[src/rtl/addsub_pipe_if.sv]
// addsub_pipe_if: operand/result handshake bundle for addsub_pipe (adds i_sat when ADDSUB_PIPE_SAT_EN is defined)
interface addsub_pipe_if #(parameter int WIDTH = 32);
  logic             i_valid, o_ready, i_op, i_carry;
  logic             o_valid, i_ready, o_carry, o_overflow;
  logic [WIDTH-1:0] i_data_a, i_data_b, o_result;
`ifdef ADDSUB_PIPE_SAT_EN
  logic             i_sat;
`endif
  modport slave (
`ifdef ADDSUB_PIPE_SAT_EN
    input  i_sat,
`endif
    input  i_valid, i_op, i_carry, i_data_a, i_data_b, i_ready,
    output o_ready, o_valid, o_result, o_carry, o_overflow
  );
  modport master (
`ifdef ADDSUB_PIPE_SAT_EN
    output i_sat,
`endif
    output i_valid, i_op, i_carry, i_data_a, i_data_b, i_ready,
    input  o_ready, o_valid, o_result, o_carry, o_overflow
  );
endinterface

[src/rtl/addsub_pipe.sv]
// addsub_pipe: chunked pipelined add/subtract with valid/ready backpressure (ADDSUB_PIPE_SAT_EN enables saturation)
module addsub_pipe #(
  parameter int WIDTH = 32,
  parameter int CHUNK = 8
) (
  input logic          i_clk,
  input logic          i_rst,
  addsub_pipe_if.slave bus
);
  localparam int N = WIDTH / CHUNK;
  logic adv, a_msb, b_msb, r_msb, ovf;
  assign adv = !g_st[N-1].vld_q | bus.i_ready;
  assign bus.o_ready = adv;
  for (genvar k = 0; k < N; k++) begin : g_st
    localparam int AW = WIDTH - k * CHUNK;
    logic                   vld_d, op_d, cin_d, vld_q, op_q, c_q;
    logic [AW-1:0]          a_d, b_d;
    logic [(k+1)*CHUNK-1:0] r_d, r_q;
    logic [CHUNK:0]         s;
`ifdef ADDSUB_PIPE_SAT_EN
    logic                   sat_d, sat_q;
`endif
    if (k == 0) begin : g_in
      assign vld_d = bus.i_valid;
      assign op_d  = bus.i_op;
      assign cin_d = bus.i_carry ^ bus.i_op;
      assign a_d   = bus.i_data_a;
      assign b_d   = bus.i_data_b;
      assign r_d   = s[CHUNK-1:0];
`ifdef ADDSUB_PIPE_SAT_EN
      assign sat_d = bus.i_sat;
`endif
    end else begin : g_mid
      assign vld_d = g_st[k-1].vld_q;
      assign op_d  = g_st[k-1].op_q;
      assign cin_d = g_st[k-1].c_q;
      assign a_d   = g_st[k-1].g_fwd.a_q;
      assign b_d   = g_st[k-1].g_fwd.b_q;
      assign r_d   = {s[CHUNK-1:0], g_st[k-1].r_q};
`ifdef ADDSUB_PIPE_SAT_EN
      assign sat_d = g_st[k-1].sat_q;
`endif
    end
    assign s = {1'b0, a_d[CHUNK-1:0]} + {1'b0, b_d[CHUNK-1:0] ^ {CHUNK{op_d}}} + {{CHUNK{1'b0}}, cin_d};
    // resolve this slice and register its carry, control and accumulated low result bits
    always_ff @(posedge i_clk or posedge i_rst)
      if (i_rst) begin
        vld_q <= 1'b0;
        op_q  <= 1'b0;
        c_q   <= 1'b0;
        r_q   <= '0;
`ifdef ADDSUB_PIPE_SAT_EN
        sat_q <= 1'b0;
`endif
      end else if (adv) begin
        vld_q <= vld_d;
        op_q  <= op_d;
        c_q   <= s[CHUNK];
        r_q   <= r_d;
`ifdef ADDSUB_PIPE_SAT_EN
        sat_q <= sat_d;
`endif
      end
    if (k == N - 1) begin : g_last
      logic as_q, bs_q;
      // keep only the operand sign bits for overflow detection at the output
      always_ff @(posedge i_clk or posedge i_rst)
        if (i_rst) begin
          as_q <= 1'b0;
          bs_q <= 1'b0;
        end else if (adv) begin
          as_q <= a_d[AW-1];
          bs_q <= b_d[AW-1];
        end
    end else begin : g_fwd
      logic [AW-CHUNK-1:0] a_q, b_q;
      // skew the still-unconsumed upper operand slices along with their operation
      always_ff @(posedge i_clk or posedge i_rst)
        if (i_rst) begin
          a_q <= '0;
          b_q <= '0;
        end else if (adv) begin
          a_q <= a_d[AW-1:CHUNK];
          b_q <= b_d[AW-1:CHUNK];
        end
    end
  end
  assign a_msb          = g_st[N-1].g_last.as_q;
  assign b_msb          = g_st[N-1].g_last.bs_q;
  assign r_msb          = g_st[N-1].r_q[WIDTH-1];
  assign ovf            = (a_msb == (b_msb ^ g_st[N-1].op_q)) & (r_msb != a_msb);
  assign bus.o_valid    = g_st[N-1].vld_q;
  assign bus.o_carry    = g_st[N-1].c_q ^ g_st[N-1].op_q;
  assign bus.o_overflow = ovf;
`ifdef ADDSUB_PIPE_SAT_EN
  assign bus.o_result   = (g_st[N-1].sat_q & ovf) ? {a_msb, {(WIDTH-1){!a_msb}}} : g_st[N-1].r_q;
`else
  assign bus.o_result   = g_st[N-1].r_q;
`endif
endmodule

[src/flat_wrapper.sv]
// flat-port wrapper written by rule: the top's interface ports become plain ports
module addsub_pipe_flat 
#(
  parameter int WIDTH = 32,
  parameter int CHUNK = 8
)
  (i_clk, i_rst, bus_i_valid, bus_i_op, bus_i_carry, bus_i_data_a, bus_i_data_b, bus_i_ready, bus_o_ready, bus_o_valid, bus_o_result, bus_o_carry, bus_o_overflow);
  addsub_pipe_if #(.WIDTH(WIDTH)) bus_i ();
  input logic i_clk;
  input logic i_rst;
  input wire logic [$bits(bus_i.i_valid)-1:0] bus_i_valid;
  input wire logic [$bits(bus_i.i_op)-1:0] bus_i_op;
  input wire logic [$bits(bus_i.i_carry)-1:0] bus_i_carry;
  input wire logic [$bits(bus_i.i_data_a)-1:0] bus_i_data_a;
  input wire logic [$bits(bus_i.i_data_b)-1:0] bus_i_data_b;
  input wire logic [$bits(bus_i.i_ready)-1:0] bus_i_ready;
  output wire logic [$bits(bus_i.o_ready)-1:0] bus_o_ready;
  output wire logic [$bits(bus_i.o_valid)-1:0] bus_o_valid;
  output wire logic [$bits(bus_i.o_result)-1:0] bus_o_result;
  output wire logic [$bits(bus_i.o_carry)-1:0] bus_o_carry;
  output wire logic [$bits(bus_i.o_overflow)-1:0] bus_o_overflow;
  assign bus_i.i_valid = bus_i_valid;
  assign bus_i.i_op = bus_i_op;
  assign bus_i.i_carry = bus_i_carry;
  assign bus_i.i_data_a = bus_i_data_a;
  assign bus_i.i_data_b = bus_i_data_b;
  assign bus_i.i_ready = bus_i_ready;
  assign bus_o_ready = bus_i.o_ready;
  assign bus_o_valid = bus_i.o_valid;
  assign bus_o_result = bus_i.o_result;
  assign bus_o_carry = bus_i.o_carry;
  assign bus_o_overflow = bus_i.o_overflow;
  addsub_pipe #(.WIDTH(WIDTH), .CHUNK(CHUNK)) u_core (.i_clk(i_clk), .i_rst(i_rst), .bus(bus_i));
endmodule
[config.mk]
export PLATFORM = sky130hd
export DESIGN_NAME = addsub_pipe_flat
export DESIGN_NICKNAME = d
export VERILOG_FILES = /design/src/rtl/addsub_pipe_if.sv /design/src/rtl/addsub_pipe.sv /design/src/flat_wrapper.sv
export SDC_FILE = /design/constraint.sdc
export NUM_CORES = 1
export LEC_CHECK = 0
export BUFFER_PORTS_ARGS = -buffer_cell sky130_fd_sc_hd__buf_2
export CAP_MARGIN = 20
export CORE_MARGIN = 2
export CORE_UTILIZATION = 35
export DETAILED_ROUTE_END_ITERATION = 7
export GPL_ROUTABILITY_DRIVEN = 0
export SLEW_MARGIN = 20
export SYNTH_ARGS = -nofsm -noshare
export SYNTH_HDL_FRONTEND = slang
export SYNTH_SLANG_ARGS = --single-unit
export TNS_END_PERCENT = 10
[constraint.sdc]
create_clock -name i_clk -period 5 [get_ports i_clk]
set_input_delay 0 -clock i_clk [delete_from_list [all_inputs] [get_ports i_clk]]
set_output_delay 0 -clock i_clk [all_outputs]
set_load 0.01 [all_outputs]
Yosys cells after proc, flatten, opt, wreduce, memory -nomap -nowiden
Index checks and enable logic that the tools add are counted.
Storage, ports and cells
  bits in registers: 190
  input bits: 70
  output and inout port bits: 36
  logic and storage cells: 44
Cells by class
  add/subtract/negate cells: 8
  equal/unequal tests: 2
  bitwise operators: 9
  reduce and logical (&&, ||, !) cells: 1
Operators with widths (number)
  8-bit by 8-bit adder with 9-bit output: 4
  9-bit by 1-bit adder with 9-bit output: 4
  8-bit bitwise XOR: 4
  1-bit bitwise XOR: 3
  1-bit AND: 1
  1-bit equality test: 1
  1-bit zero test: 1
  1-bit != test: 1
  1-bit bitwise OR: 1

Logic depth before layout (Yosys ltp)
  word-level depth: 3
  depth in mapped cells: 10
  depth with buffers taken out: 9

Worst setup path after synthesis
Ideal clock, no wire load.
  path kind: register to register
  start: reg u_core.g_st[2].op_q
  end: reg u_core.g_st[3].r_q[30] (netlist: u_core.bus.o_result[30])
  arrival: 2.154 ns
  setup slack: 2.728 ns
  stages on the path, launching flop included: 10
  path buffers: 1
  clock period less this slack: 2.272 ns
  cell sequence: dfrtp_1 > buf_2 > xnor2_1 > fa_1 > fa_1 > nor2b_1 > o31a_1 > o311a_1 > a211oi_1 > a21o_1
On the way
  longest elaborated chain between the ends: 3
Ends and longest elaborated chain
  start, declared: RTL line addsub_pipe.sv:16  | logic vld_d, op_d, cin_d, vld_q, op_q, c_q;
  start signal, assigned: RTL line addsub_pipe.sv:57  | op_q <= op_d;
  8-bit bitwise XOR: RTL line addsub_pipe.sv:44  | assign s = {1'b0, a_d[CHUNK-1:0]} + {1'b0, b_d[CHUNK-1:0] ^ {CHUNK{op_d}}} + {{CHUNK{1'b0}}, cin_d};
  8-bit by 8-bit adder with 9-bit output: RTL line addsub_pipe.sv:44
  9-bit by 1-bit adder with 9-bit output: RTL line addsub_pipe.sv:44
  end signal, assigned: RTL line addsub_pipe.sv:59  | r_q <= r_d;
  end, declared: RTL line addsub_pipe.sv:18  | logic [(k+1)*CHUNK-1:0] r_d, r_q;
No other way between the ends.
A chain may end at the register's enable or synchronous reset.

Final worst setup path
Ends and elaborated chain as after synthesis.

==> results_dict.tcl <==
set metrics [dict create \
    maxCapViolCount 0 \
    total_power_mw 6.803 \
    vias 6465 \
    p_leak_nw 5.472 \
    fin_skew_ps 6.599 \
    drive_gt1_frac 0.1352 \
    crit_fanout 10 \
    ys_seq_elements 190 \
    antenna_found_initial 2 \
    synth.distinct_cells 31 \
    status "finished clean" \
    firstDrtPassIters 4 \
    rsz0062_at_grt "false" \
    cp-end-kind "register" \
    setup_viol 0 \
    gr-total-overflow 0 \
    core_mm2 0.02425 \
    syn-num-nets 1061 \
    ant_nets 0 \
    ios 106 \
    stdcell_count 1427 \
    start_util 0.3557 \
    cts_max_path_buffers 2 \
    fmax_mhz 389.1 \
    grt_pass1_vias 6087 \
    rows 57 \
    path_class "register to register" \
    setup_tns_ps 0 \
    peakVddDrop_mv 0.7654 \
    worst_pin_slew_ps 919.4 \
    port_buffers 105 \
    wl_um 18110 \
    critPathArrivalTime_ps 2890 \
    drtIter0Drc 371 \
    grt_pass1_wl_um 30210 \
    dp.cells 1341 \
    htreeDepth 4 \
    syn_inst 955 \
    powerDensity_mw_per_mm2 643.4 \
    wire_per_inst_um 12.69 \
    timing.final.crit_share 0.5140 \
    route.detailed.drc 0 \
    synth_area_per_cell_um2 9.032 \
    critPathLaunchType "register" \
    worstPathRequired_ps 5320 \
    clk_latency_ps 430 \
    slew_headroom 0.3870 \
    clock_sinks 190 \
    hp-class "primary input to register" \
    period_minus_slack_ps 2570 \
    vias_per_cell 4.530 \
    clockRootBuffer "clkbuf_16" \
    cts_tree "yes" \
    fp.dieH_um 161.0 \
    final_cell_mix "462 x nand2_1, 190 x dfrtp_1, 105 x buf_2" \
    place_hpwl_um 11530 \
    hold_violations 0 \
    layout.nets 1195 \
    cts_buffers 17 \
    synth_area_mm2 0.008626 \
    ys_seq_area_frac 0.5512 \
    layout_commonest_cell "nand2_1" \
    ys_warn_count 0 \
    die_w_um 161.0 \
    drv_slew 0 \
    fill_cells 2437 \
    area_growth_pct 22.58 \
    die-area_mm2 0.02592 \
    grt_util_all_layers 0.1439 \
    grt_max_degree 191 \
    clk_pin_slew_ps 70 \
]
-- Yosys cell counts --
library cell	instances	area share
a211oi_1	10	0.0087
a21o_1	9	0.0078
a21oi_1	12	0.0070
a31oi_1	4	0.0029
a41oi_1	1	0.0010
buf_1	4	0.0017
buf_2	14	0.0081
clkbuf_1	28	0.012
dfrtp_1	190	0.55
fa_1	8	0.019
ha_1	28	0.041
inv_1	21	0.0091
nand2_1	462	0.20
nand2b_1	2	0.0015
nand3b_1	1	0.00087
nor2_1	23	0.010
nor2b_1	7	0.0051
nor2b_4	1	0.0016
nor3_1	10	0.0058
o2111a_1	3	0.0039
o21a_1	19	0.017
o21ai_0	25	0.015
o21bai_1	1	0.00087
o311a_1	4	0.0046
o31a_1	6	0.0061
o31a_2	1	0.0012
o31ai_1	9	0.0078
or2_2	4	0.0029
or3_1	7	0.0051
xnor2_1	3	0.0030
xor2_1	38	0.039
-- worst max-delay path, stage by stage (launching register included) --
cell and delay [ps]:
dfrtp_1 610, xnor2_1 160, fa_1 460, fa_1 440
nor2b_1 170, o31a_1 190, o311a_1 180, a211oi_1 60
a21o_1 190
-- path summary, 6_finish.rpt --
| path | end | slack, ps | depth (start not counted) | start |
|---|---|---|---|---|
| setup / recovery | u_core.bus.o_result[30]$_DFFE_PP0P_ | 2430 | 8 | u_core.g_st[2].op_q$_DFFE_PP0P_ |
| hold / removal | u_core.g_st[0].c_q$_DFFE_PP0P_ | 20 | 5 | bus_i_data_b[7] |
| setup reg to reg | u_core.bus.o_result[30]$_DFFE_PP0P_ | 2430 | 8 | u_core.g_st[2].op_q$_DFFE_PP0P_ |
| hold reg to reg | u_core.bus.o_result[3]$_DFFE_PP0P_ | 460 | 2 | u_core.bus.o_result[3]$_DFFE_PP0P_ |
| max in group asynchronous | u_core.g_st[0].g_fwd.b_q[16]$_DFFE_PP0P_ | 3860 | 5 | i_rst |
| min in group asynchronous | u_core.bus.o_result[12]$_DFFE_PP0P_ | 230 | 4 | i_rst |
-- per-stage QoR --
step	hold WS (ps)	worst slack (ps)	instance area, um^2	utilization
after floorplan	112.5	2552	8630	-
after global placement	197.6	2518	9430	0.3889
after detailed placement	199.8	2439	9430	0.3889
after CTS	4.749	2424	10540	0.4347
after global routing	14.19	2309	10570	0.4360
final	19.05	2430	10570	0.4361
-- metal layers --
metal / wire length [um] / part of all wire / GRT usage
met1: 8989 / 0.50 / 0.2027
met2: 8217 / 0.45 / 0.2212
met3: 606 / 0.033 / 0.03056
met4: 293 / 0.016 / 0.05032
met5: 7 / 0.00039 / 0
-- report_power, final --
group	switching, mW	internal (mW)
clock	0.597	0.768
sequential	0.421	2.22
combinational	1.54	1.25
total	2.56	4.24
-- final cells by class --
type / instances / area [um^2] / share of cell area
Timing Repair Buffer: 161 / 1121 / 0.1060
Inverter: 21 / 90.09 / 0.008520
Clock buffer: 20 / 456.7 / 0.04319
Sequential cell: 190 / 4755 / 0.4497
Clock inverter: 12 / 133.9 / 0.01266
Antenna cell: 1 / 2.502 / 0.0002367
Tap cell: 324 / 405.4 / 0.03834
Multi-Input combinational cell: 698 / 3610 / 0.3414
-- logic make-up after synthesis --
kind of cell,share of synthesized area
and+or+nand+nor,0.2338
DFF,0.5512
AOI/OAI and AO/OA,0.08297
buffers and inverters,0.03119
xor gates and xnor gates,0.04163
adders and majority gates,0.05918
-- timing repair --
action / 4_1_cts / 5_1_grt
hold buffers: 52 / 0
hold endpoints to repair: 241 / 0
gates resized for setup: 0 / 0
setup buffers: 0 / 0
-- state kept, by name, indices dropped and copies added, names as in the netlist --
register and count:
u_core.g_st.g_fwd.a_q 48, u_core.g_st.g_fwd.b_q 48, u_core.g_st.r_q 48, u_core.bus.o_result 32
u_core.g_st.c_q 4, u_core.g_st.op_q 4, u_core.g_st.vld_q 3, u_core.a_msb 1
u_core.b_msb 1, u_core.bus.o_valid 1
Power figures use the tool's default switching activity.
